==> src/rtl/control_unit.sv <==
// rtl/control_unit.sv - multi-cycle RV32I subset sequencer (LW, SW, ADD, SUB, ADDI) driving the datapath controls
module control_unit #(
  parameter int                  PC_WIDTH = 32,
  parameter logic [PC_WIDTH-1:0] RESET_PC = '0
) (
  input  logic                CLK,
  input  logic                RST,
  input  logic                run,
  output logic                imem_req,
  output logic [PC_WIDTH-1:0] imem_addr,
  input  logic                imem_ready,
  input  logic [31:0]         imem_rdata,
  output logic [4:0]          rs1,
  output logic [4:0]          rs2,
  output logic [4:0]          rd,
  output logic [11:0]         immediate,
  output logic                sub,
  output logic                I_type,
  output logic                R_type,
  output logic                WE_RF,
  output logic                WE_MEM,
  output logic                busy,
  output logic                illegal
);

  typedef enum logic [2:0] {
    S_IDLE,
    S_FETCH,
    S_DECODE,
    S_EXECUTE,
    S_TRAP
  } state_t;

  state_t              state, state_n;
  logic [PC_WIDTH-1:0] pc;
  logic [31:0]         ir;
  logic                we_rf_q, we_mem_q;

  logic        dec_legal, dec_sub, dec_i, dec_r, dec_we_rf, dec_we_mem;
  logic [4:0]  dec_rs1, dec_rs2, dec_rd;
  logic [11:0] dec_imm;

  logic [6:0] op, f7;
  logic [2:0] f3;
  assign op = ir[6:0];
  assign f3 = ir[14:12];
  assign f7 = ir[31:25];

  always_comb begin
    dec_legal  = 1'b0;
    dec_sub    = 1'b0;
    dec_i      = 1'b0;
    dec_r      = 1'b0;
    dec_we_rf  = 1'b0;
    dec_we_mem = 1'b0;
    dec_rs1    = ir[19:15];
    dec_rs2    = 5'd0;
    dec_rd     = ir[11:7];
    dec_imm    = 12'd0;
    if (op == 7'b0000011 && f3 == 3'b010) begin
      dec_legal = 1'b1;
      dec_imm   = ir[31:20];
      dec_i     = 1'b1;
      dec_we_rf = 1'b1;
    end else if (op == 7'b0100011 && f3 == 3'b010) begin
      dec_legal  = 1'b1;
      dec_rd     = 5'd0;
      dec_rs2    = ir[24:20];
      dec_imm    = {ir[31:25], ir[11:7]};
      dec_i      = 1'b1;
      dec_we_mem = 1'b1;
    end else if (op == 7'b0110011 && f3 == 3'b000 &&
                 (f7 == 7'b0000000 || f7 == 7'b0100000)) begin
      dec_legal = 1'b1;
      dec_rs2   = ir[24:20];
      dec_sub   = f7[5];
      dec_r     = 1'b1;
      dec_we_rf = 1'b1;
    end else if (op == 7'b0010011 && f3 == 3'b000) begin
      dec_legal = 1'b1;
      dec_imm   = ir[31:20];
      dec_i     = 1'b1;
      dec_r     = 1'b1;
      dec_we_rf = 1'b1;
    end
  end

  always_comb begin
    state_n = state;
    case (state)
      S_IDLE:    if (run) state_n = S_FETCH;
      S_FETCH:   if (imem_ready) state_n = S_DECODE;
      S_DECODE:  state_n = dec_legal ? S_EXECUTE : S_TRAP;
      S_EXECUTE: state_n = run ? S_FETCH : S_IDLE;
      S_TRAP:    state_n = S_TRAP;
      default:   state_n = S_IDLE;
    endcase
  end

  always_ff @(posedge CLK or posedge RST) begin
    if (RST) state <= S_IDLE;
    else     state <= state_n;
  end

  // Control fields only change on a legal decode, so they are steady through the strobe.
  always_ff @(posedge CLK or posedge RST) begin
    if (RST) begin
      pc        <= RESET_PC;
      ir        <= 32'd0;
      rs1       <= 5'd0;
      rs2       <= 5'd0;
      rd        <= 5'd0;
      immediate <= 12'd0;
      sub       <= 1'b0;
      I_type    <= 1'b0;
      R_type    <= 1'b0;
      we_rf_q   <= 1'b0;
      we_mem_q  <= 1'b0;
    end else begin
      if (state == S_FETCH && imem_ready) ir <= imem_rdata;
      if (state == S_DECODE && dec_legal) begin
        rs1       <= dec_rs1;
        rs2       <= dec_rs2;
        rd        <= dec_rd;
        immediate <= dec_imm;
        sub       <= dec_sub;
        I_type    <= dec_i;
        R_type    <= dec_r;
        we_rf_q   <= dec_we_rf;
        we_mem_q  <= dec_we_mem;
      end
      if (state == S_EXECUTE) pc <= pc + PC_WIDTH'(4);
    end
  end

  assign imem_req  = (state == S_FETCH);
  assign imem_addr = pc;
  assign WE_RF     = (state == S_EXECUTE) && we_rf_q;
  assign WE_MEM    = (state == S_EXECUTE) && we_mem_q;
  assign busy      = (state == S_FETCH) || (state == S_DECODE) || (state == S_EXECUTE);
  assign illegal   = (state == S_TRAP);

endmodule

==> config.mk <==
export PLATFORM = sky130hd
export DESIGN_NAME = control_unit
export DESIGN_NICKNAME = d
export VERILOG_FILES = /design/src/rtl/control_unit.sv
export SDC_FILE = /design/constraint.sdc
export NUM_CORES = 1
export LEC_CHECK = 0
export BUFFER_PORTS_ARGS = -buffer_cell sky130_fd_sc_hd__buf_2
export CORE_UTILIZATION = 55
export CTS_BUF_LIST = sky130_fd_sc_hd__clkbuf_4 sky130_fd_sc_hd__clkbuf_8
export DETAILED_ROUTE_END_ITERATION = 6
export HOLD_SLACK_MARGIN = 0.08
export PLACE_DENSITY_LB_ADDON = 0.12
export SLEW_MARGIN = 0
export SYNTH_ARGS = -nofsm -noshare
export SYNTH_HDL_FRONTEND = slang
export SYNTH_SLANG_ARGS = --single-unit
==> constraint.sdc <==
create_clock -name CLK -period 3.82 [get_ports CLK]
set_clock_uncertainty 0.15 [all_clocks]
set_input_delay 0.382 -clock CLK [delete_from_list [all_inputs] [get_ports CLK]]
set_output_delay 0.382 -clock CLK [all_outputs]
set_load 0.005 [all_outputs]
==> impl_results.md, run 1 <==
* Max FO, Critical Path at 38
* Net count, final at 455
* Total track usage at 22.09%
* Fin. max-slew vios at 0
* Setup-failing EPs final at 0
* CTS Buffer Depth at 2
* Worst path required time at 3910 ps
* Post-DP HPWL at 5422 um
* Clock Latency Late Sink at 350 ps
* Syn_area_per_cell at 12.72 um^2
* F_max at 432.3 MHz
* Outcome: complete, no violations
* Reg clk slew, reported paths at 100 ps
* TritonCTS Sinks at 97
* H-tree lvl count at 3
* DR vias/cell at 5.237
* Post-DP Area at 4604 um^2
* Fin worst setup slack at 1507 ps
* Critical path arrival at 2400 ps
* Power Density at 580.1 nW/um^2
* Vias in the first global route at 2649
* Yosys cell types at 37
* CP startpoint: ir[2]
* Design area at 4857 um^2
* Die width at 87.75 um
* 1st-iter DRT viols at 99
* Final Cycle Share at 60.56%
* Setup TNS at 0 ps
* Area Overhead vs Synth at 20.11%
* Die Ht at 87.75 um
* CTS tree: yes
* Final count of hold timing violations at 0
* Static Leak at 2.487 nW
* Initial DRT Pass Iterations at 4
* First-pass GRT wire length at 12770 um
* Slew headroom at 37.40%
* Post-synth top flop: dfrtp_1
* Initial core utilization at 58.23%
* Top post-synthesis cells by area: dfrtp_1 (60%), mux2_2 (11%), xnor2_1 (5.4%)
* Post-CTS setup repair buffer count at 0
* Async SR Flop Fraction at 100.0%
* Largest net degree at the start of global routing at 73
* Critical setup path kind: flip-flop to flip-flop
* Post-layout minimum cycle time at 2313 ps
* Die area at 7699 um^2
* Io pins at 103
* Reg-to-reg startpoint: ir[2]
* Critical path capture point type: flip-flop
* N_diodes at 0
* Mapped Area at 4044 um^2
* Dpl ws at 1504 ps
* Worst VDD drop at 0.0003569 V
* Standard-cell row count at 30
* Drc violations at 0
* Initial antenna violation count at 0
* Post-cts sizing count at 0
* CTS Buf Count at 9
* Type of the most critical hold path: input pin to async pin
* Element type at the critical path start: flip-flop
* Worst slew pin tran at 935.5 ps
* Root Driver: clkbuf_8
* Post-synth EDFFs at 0
* PortBufs at 100
* Synth area leader: dfrtp_1
* Vias at 2718
* GPL Wtd Cong at 0.7414
* Share of the synthesized area in the top cell type at 60.02%
* Yosys reg bits at 97
* GRT Residual Overflow at 0
* Yosys warns at 0
* Max Cap Viol at 0
* Wire per inst at 14.92 um
* Hold Buf Count CTS at 0
* Fraction of layout cells with a size suffix above 1 at 38.77%
* DRT Wirelength at 7745 um
* Sequential share of the synthesized area at 60.02%
* Core box area at 6944 um^2
* Antenna Nets Post-Route at 0
* Unrepaired setup endpoints after global routing: false
* Post-Syn Instances at 318
[flip-flops by register name, summed over array words and instances (netlist names), 3 cells and up]
name and flops:
ir 32, imem_addr 30, immediate 12, rd 5, rs1 5, rs2 5, state 3
[cells in the mapped netlist (5+ instances only)]
master,instances
dfrtp_1,97
mux2_2,39
nand2_1,31
xnor2_1,25
o21ai_0,15
a22o_1,13
nand3_1,12
nor2_1,10
nand4_1,9
and2_1,8
buf_2,5
mux2i_1,5
xor2_1,5
[stage by stage]
step	hold WS, ps	power, W	utilization (%)	cells
after floorplan	290.7	0.001861	-	319
after global placement	304.2	0.002002	66.31	503
after detailed placement	308.3	0.002038	66.31	503
after CTS	91.41	0.002850	69.95	519
after global routing	94.87	0.002980	69.95	519
final	63.75	0.002817	69.95	519
[path summary, 6_finish.rpt]
check | to | slack, ps | cells past startpoint
setup / recovery | rs1[1] | 1510 | 4
hold / removal | imem_addr[28] | 60 | 2
setup reg to reg | rs1[1] | 1510 | 4
hold reg to reg | imem_addr[31] | 320 | 1
max in group asynchronous | immediate[9] | 2730 | 3
min in group CLK | ir[17] | 110 | 2
[logic make-up (layout without fill, tap and decap cells)]
family          Yosys count  count (layout)  share of synthesized area [%]
xor+xnor                 30              30                          6.497
compound gates           35              35                          5.817
flops                    97              97                          60.02
mux                      44              44                          12.10
other cells               1               2                        0.09273
buf+inv                  17             121                          2.568
simple gates             93              93                          12.59
fa+ha+maj                 1               1                         0.3094
[metal layers]
layer,GRT usage [%],vias up,share of wire (%)
met5,0,-,0
met2,36.08,73,50
met3,4.807,9,5.4
met1,28.48,1332,43
met4,9.836,0,1.2
li1,-,1304,-
[critical path: stages (launching register included)]
cell and delay [ps]:
dfrtp_1 380, or4_4 550, nor4_4 390, o21ai_4 350, mux2_2 370
[cell usage in the layout, fill, tap and decap left out, types with 2 or more instances in the layout]
cell,count
buf_2,100
dfrtp_1,97
mux2_2,39
nand2_1,31
xnor2_1,25
o21ai_0,15
a22o_1,13
nand3_1,12
nor2_1,10
clkbuf_8,10
nand4_1,9
and2_1,8
mux2i_1,5
xor2_1,5
and4_1,4
and3_1,4
a21oi_1,3
bufinv_16,3
buf_4,3
nand2b_1,2
nor2b_1,2
and3b_1,2
nor3b_1,2
conb_1,2
clkinv_4,2
[area by class of cell]
cell class | instances | area (um^2)
inverter | 2 | 10.01
timing repair buffer | 103 | 523.0
sequential | 97 | 2427
tap | 96 | 120.1
fill | 502 | 2087
clock inverter | 6 | 115.1
multi-input combinational | 205 | 1524
clock buffer | 10 | 137.6
[power breakdown]
part | internal [W] | switching [W]
clock network | 0.000455 | 0.000349
logic | 0.000327 | 0.000241
registers | 0.00125 | 0.000193
total | 0.00203 | 0.000784
Note: power is estimated with default switching activity, not from simulation.
==> run 2: changes to the inputs <==
Clock period 3.82 ns to 2.4 ns, I/O delays scaled along.
==> run 2 against run 1 <==
Die area is the same. Register-to-register slack lost 1300 ps. Wire length grew 7.7%. Core utilization grew 5.2 points. Worst setup slack lost 1300 ps. Sequential power grew 59%. Cell area grew 7.5%. Global-route usage grew 1.7 points. First-iteration DRC count grew 33%. Flip-flop and latch count is the same.
==> impl_results.md, run 2 (synthesis results as in run 1) <==
* Setup-failing EPs final at 0 (unchanged)
* First-pass GRT wire length at 13950 um (+9.2%)
* Die Ht at 87.75 um (unchanged)
* Initial antenna violation count at 0 (unchanged)
* Final Cycle Share at 93.26% (+33 points)
* DRT Wirelength at 8339 um (+7.7%)
* Area Overhead vs Synth at 29.08%
* Max FO, Critical Path at 5 (-87%)
* Vias in the first global route at 2969 (+12%)
* Net count, final at 495 (+8.8%)
* Fillers at 503 (+0.20%)
* Reg clk slew, reported paths at 90 ps (about the same)
* Die area at 7699 um^2 (unchanged)
* Initial DRT Pass Iterations at 4 (unchanged)
* Core box area at 6944 um^2 (unchanged)
* TritonCTS Sinks at 97 (unchanged)
* Top reg by flops: ir
* GRT Residual Overflow at 0 (unchanged)
* Critical setup path kind: flip-flop to flip-flop
* F_max at 446.8 MHz (+3.4%)
* Element type at the critical path start: flip-flop
* Critical path arrival at 2380 ps (-20 ps)
* Worst path required time at 2540 ps (-1370 ps)
* Vias at 2899 (+6.7%)
* Wire per inst at 14.94 um (+0.14%)
* Commonest non-fill, non-tap cell in the layout: buf_2
* WP buf/inv at 0 (unchanged)
* Fin. max-slew vios at 0 (unchanged)
* CTS Buffer Depth at 2 (unchanged)
* CP max stage delay at 560 ps (about the same)
* DR vias/cell at 5.195 (-0.80%)
* Max Cap Viol at 0 (unchanged)
* Standard-cell row count at 30 (unchanged)
* Largest net degree at the start of global routing at 46 (-37%)
* Io pins at 103 (unchanged)
* Crit-path slowest cell: or4_4
* Critical path capture point type: flip-flop
* 1st-iter DRT viols at 132 (+33%)
* N_diodes at 0 (unchanged)
* Type of the most critical hold path: input pin to flip-flop
* Crit-path cells: or4_4 > nor3_1 > nand3_1 > a21oi_1 > a22o_1
* Unrepaired setup endpoints after global routing: false
* Setup TNS at 0 ps (unchanged)
* Max FFs per register at 32 (unchanged)
* H-tree lvl count at 3 (unchanged)
* Static Leak at 2.626 nW (+5.6%)
* Register Area at 2427 um^2 (unchanged)
* CTS Buf Count at 9 (unchanged)
* GPL Wtd Cong at 0.7768 (+4.8%)
* Top Family by Delay on Critical Path: simple AND/OR/NAND/NOR gates
* Worst slew pin tran at 874.9 ps (-60.54 ps)
* Post-DP HPWL at 5439 um (+0.31%)
* Outcome: complete, no violations
* PortBufs at 100 (unchanged)
* Power Density at 833.5 nW/um^2 (+44%)
* Root Driver: clkbuf_8
* Area of the multi-input gates at 1546 um^2 (+1.5%)
* Final hold slack at 206.4 ps (+142.7 ps)
* Clock Latency Late Sink at 350 ps (about the same)
* Drc violations at 0 (unchanged)
* Slew headroom at 41.06% (+3.7 points)
* Die width at 87.75 um (unchanged)
* Fraction of layout cells with a size suffix above 1 at 36.80% (-2.0 points)
* Final count of hold timing violations at 0 (unchanged)
* Worst VDD drop at 0.0004839 V (+36%)
* Antenna Nets Post-Route at 0 (unchanged)
* CTS tree: yes
* Total track usage at 23.78% (+1.7 points)
* Most frequent cells in the layout: buf_2 (100), dfrtp_1 (97), mux2_2 (39)
* Post-layout minimum cycle time at 2238 ps (-75.04 ps)
* Initial core utilization at 58.23% (unchanged)
-- run 2: metrics by stage --
step                util, %  cells  instance area [um^2]  worst slack (ps)  power, W
floorplan                 -    319                  4051             342.1  0.002962
global placement      67.12    507                  4661             166.4  0.003224
detailed placement    67.12    507                  4661             119.9  0.003287
CTS                   74.74    556                  5190             98.93  0.004362
global route          75.17    558                  5220             42.67  0.004621
finish                75.17    558                  5220             161.8  0.004351
-- run 2: area by class of cell --
type | count | share of cell area, %
timing repair buffer | 142 | 17.74
inverter | 2 | 0.2157
sequential | 97 | 46.50
multi-input combinational | 206 | 29.63
clock buffer | 10 | 2.517
tap | 96 | 2.301
clock inverter | 5 | 1.103
-- run 2: layer usage --
layer	part of all wire (%)	global-route usage, %	vias up
met3	4.6	4.995	14
met1	44	30.64	1415
li1	-	-	1390
met4	1.8	11.18	0
met5	0	0	-
met2	50	38.69	80
-- run 2: power by group --
part	switching, W	internal [W]	total, W
Sequential	0.000304	0.00199	0.00230
Clock	0.000546	0.000486	0.00103
Combinational	0.000434	0.000588	0.00102
-- run 2: timing repair --
item / 4_1_cts / 5_1_grt
setup endpoints to repair: 0 / 7
setup buffers: 0 / 1
resized for setup: 0 / 2
hold buffers: 34 / 0
endpoints found under the hold margin: 58 / 0
-- run 2: worst reg2reg max path, delay by kind of cell (launching register included) --
family	cells	cell delay [ps]
DFF	1	390
and+or+nand+nor	3	1030
AOI/OAI and AO/OA	2	600
-- run 2: worst paths after layout --
check	startpoint	to	slack, ps	depth (start not counted)
hold / removal	imem_ready	state[0]	210	4
setup reg to reg	ir[2]	rs2[3]	160	5
setup / recovery	ir[2]	rs2[3]	160	5
hold reg to reg	imem_addr[31]	imem_addr[31]	320	1
min in group asynchronous	RST	imem_addr[7]	350	3
max in group asynchronous	RST	sub	1030	4
==> run 3: changes to the inputs <==
Settings changed: CORE_MARGIN set to 3.
==> run 3 against run 2 <==
Via count down 0.34%. Clock power rose by 14%. Wire length rose by 1.8%. Cell count increased by 0.36%. Worst setup slack gained 64 ps. Combinational power about the same. Core utilization grew 0.41 points. First-iteration DRC count fell by 11%. Critical path type unchanged. Highest routed layer unchanged.
==> impl_results.md, run 3 (synthesis results as in run 1) <==
* Setup-failing EPs final at 0 (unchanged)
* CTS tree: yes
* Standard-cell row count at 30 (unchanged)
* Design area at 5249 um^2 (+0.55%)
* Reg clk slew, reported paths at 90 ps (about the same)
* Type of the most critical hold path: input pin to flip-flop
* 1st-iter DRT viols at 117 (-11%)
* TritonCTS Sinks at 97 (unchanged)
* Worst path required time at 2490 ps (-50 ps)
* Outcome: complete, no violations
* Final Util at 75.59% (+0.41 points)
* Die Ht at 91.75 um (+4.6%)
* GPL Wtd Cong at 0.7691 (-0.99%)
* Commonest non-fill, non-tap cell in the layout: buf_2
* Clock Latency Late Sink at 350 ps (about the same)
* Most frequent cells in the layout: buf_2 (100), dfrtp_1 (97), mux2_2 (39)
* Core box area at 6944 um^2 (unchanged)
* Critical path arrival at 2260 ps (-120 ps)
* Initial antenna violation count at 0 (unchanged)
* Static Leak at 2.659 nW (+1.3%)
* Setup TNS at 0 ps (unchanged)
* Wire per inst at 15.15 um (+1.4%)
* WP buf/inv at 1 (+1)
* N_diodes at 0 (unchanged)
* Initial DRT Pass Iterations at 4 (unchanged)
* Reg-to-reg startpoint: ir[2]
* CTS Buf Count at 9 (unchanged)
* Top Family by Delay on Critical Path: simple AND/OR/NAND/NOR gates
* Worst VDD drop at 0.0006255 V (+29%)
* Top reg by flops: ir
* PortBufs at 100 (unchanged)
* Max Cap Viol at 0 (unchanged)
* Power Density at 851.9 nW/um^2 (+2.2%)
* F_max at 460.0 MHz (+2.9%)
* Worst slew pin tran at 620.4 ps (-254.5 ps)
* Hold path start: imem_ready
* Slew headroom at 58.55% (+17 points)
* Vias at 2889 (-0.34%)
* DR vias/cell at 5.159 (-0.70%)
* Drc violations at 0 (unchanged)
* Net count, final at 496 (+0.20%)
* Post-DP Area at 4676 um^2 (+0.32%)
* Hold path depth at 4 (unchanged)
* Worst Hold Path EP: state[0]
* Post-DP HPWL at 5924 um (+8.9%)
* Root Driver: clkbuf_8
* Critical setup path kind: flip-flop to flip-flop
* Final Cycle Share at 90.59% (-2.7 points)
* H-tree lvl count at 3 (unchanged)
* CP max stage delay at 560 ps (about the same)
* GRT Residual Overflow at 0 (unchanged)
* Vias in the first global route at 3023 (+1.8%)
* Reg2Reg Depth at 5 (unchanged)
* Final count of hold timing violations at 0 (unchanged)
* Final hold slack at 197.1 ps (-9.298 ps)
* Post-layout minimum cycle time at 2174 ps (-64.08 ps)
* Reg2reg end: rs1[0]
* Largest net degree at the start of global routing at 34 (-26%)
* Reg2reg setup slack at 230 ps (+60 ps)
* Max FFs per register at 32 (unchanged)
* Critical path capture point type: flip-flop
* DRT Wirelength at 8486 um (+1.8%)
* Max FO, Critical Path at 18 (+13)
* First-pass GRT wire length at 14430 um (+3.5%)
* Fin. max-slew vios at 0 (unchanged)
* Antenna Nets Post-Route at 0 (unchanged)
* Die width at 91.75 um (+4.6%)
* CTS Buffer Depth at 2 (unchanged)
* Unrepaired setup endpoints after global routing: false
* Die area at 8417 um^2 (+9.3%)
* Io pins at 103 (unchanged)
* Element type at the critical path start: flip-flop
* Fraction of layout cells with a size suffix above 1 at 37.07% (+0.27 points)
* Crit-path cells: or4_4 > nor4_4 > o21ai_2 > buf_4 > mux2_2
* Area Overhead vs Synth at 29.80%
* Total track usage at 21.47% (-2.3 points)
* Initial core utilization at 58.23% (unchanged)
* Crit-path slowest cell: or4_4
==> run 3: final cells by class <==
type	count	area, um^2
Sequential cell	97	2427
Fill cell	502	1695
Multi-Input combinational cell	205	1520
Timing Repair Buffer	144	940.9
Clock buffer	10	137.6
Tap cell	96	120.1
Clock inverter	6	91.34
Inverter	2	11.26
==> run 3: layer usage <==
| metal | GRT usage [%] | vias to the layer above | share of wire (%) | routed length (um) |
|---|---|---|---|---|
| met1 | 27.88 | 1408 | 43 | 3614 |
| met2 | 36.15 | 86 | 51 | 4312 |
| met3 | 3.692 | 9 | 5.2 | 444 |
| met5 | 0 | - | 0 | 0 |
| li1 | - | 1386 | - | - |
| met4 | 8.168 | 0 | 1.3 | 114 |
==> run 3: timing repair <==
action	4_1_cts	5_1_grt
endpoints found under the hold margin	56	0
resized for setup	0	1
setup endpoints to repair	0	5
hold buffers	34	0
buffers inserted	0	0
==> run 3: how the worst max path moves through the flow <==
stage	from	end	slack (ps)	depth (start not counted)
floorplan	state[0]	immediate[5]	340	7
global placement	ir[2]	rs2[3]	290	5
detailed placement	ir[2]	rs2[0]	190	5
CTS	ir[2]	rs2[0]	180	5
global route	ir[2]	we_rf_q	110	4
finish	ir[2]	rs1[0]	230	5
==> run 3: metrics by stage <==
stage / power (W) / cells / setup WS, ps
finish: 0.004472 / 560 / 225.9
global route: 0.004724 / 560 / 108.2
detailed placement: 0.003291 / 510 / 191.1
CTS: 0.004507 / 560 / 176.4
floorplan: 0.002962 / 319 / 342.1
global placement: 0.003235 / 510 / 289.1
==> run 3: worst reg2reg max path: cells and delay by family, from the launching register on <==
kind,cells,cell delay (ps)
AO/OA/AOI/OAI,1,110
buffers and inverters,1,220
flip-flops,1,380
AND/OR/NAND/NOR,2,900
multiplexers,1,300
==> run 3: where the power goes <==
group	internal, W	leakage, nW	switching, W
Clock	0.000619	0.116	0.000550
Combinational	0.000589	1.27	0.000420
Sequential	0.00199	1.28	0.000301
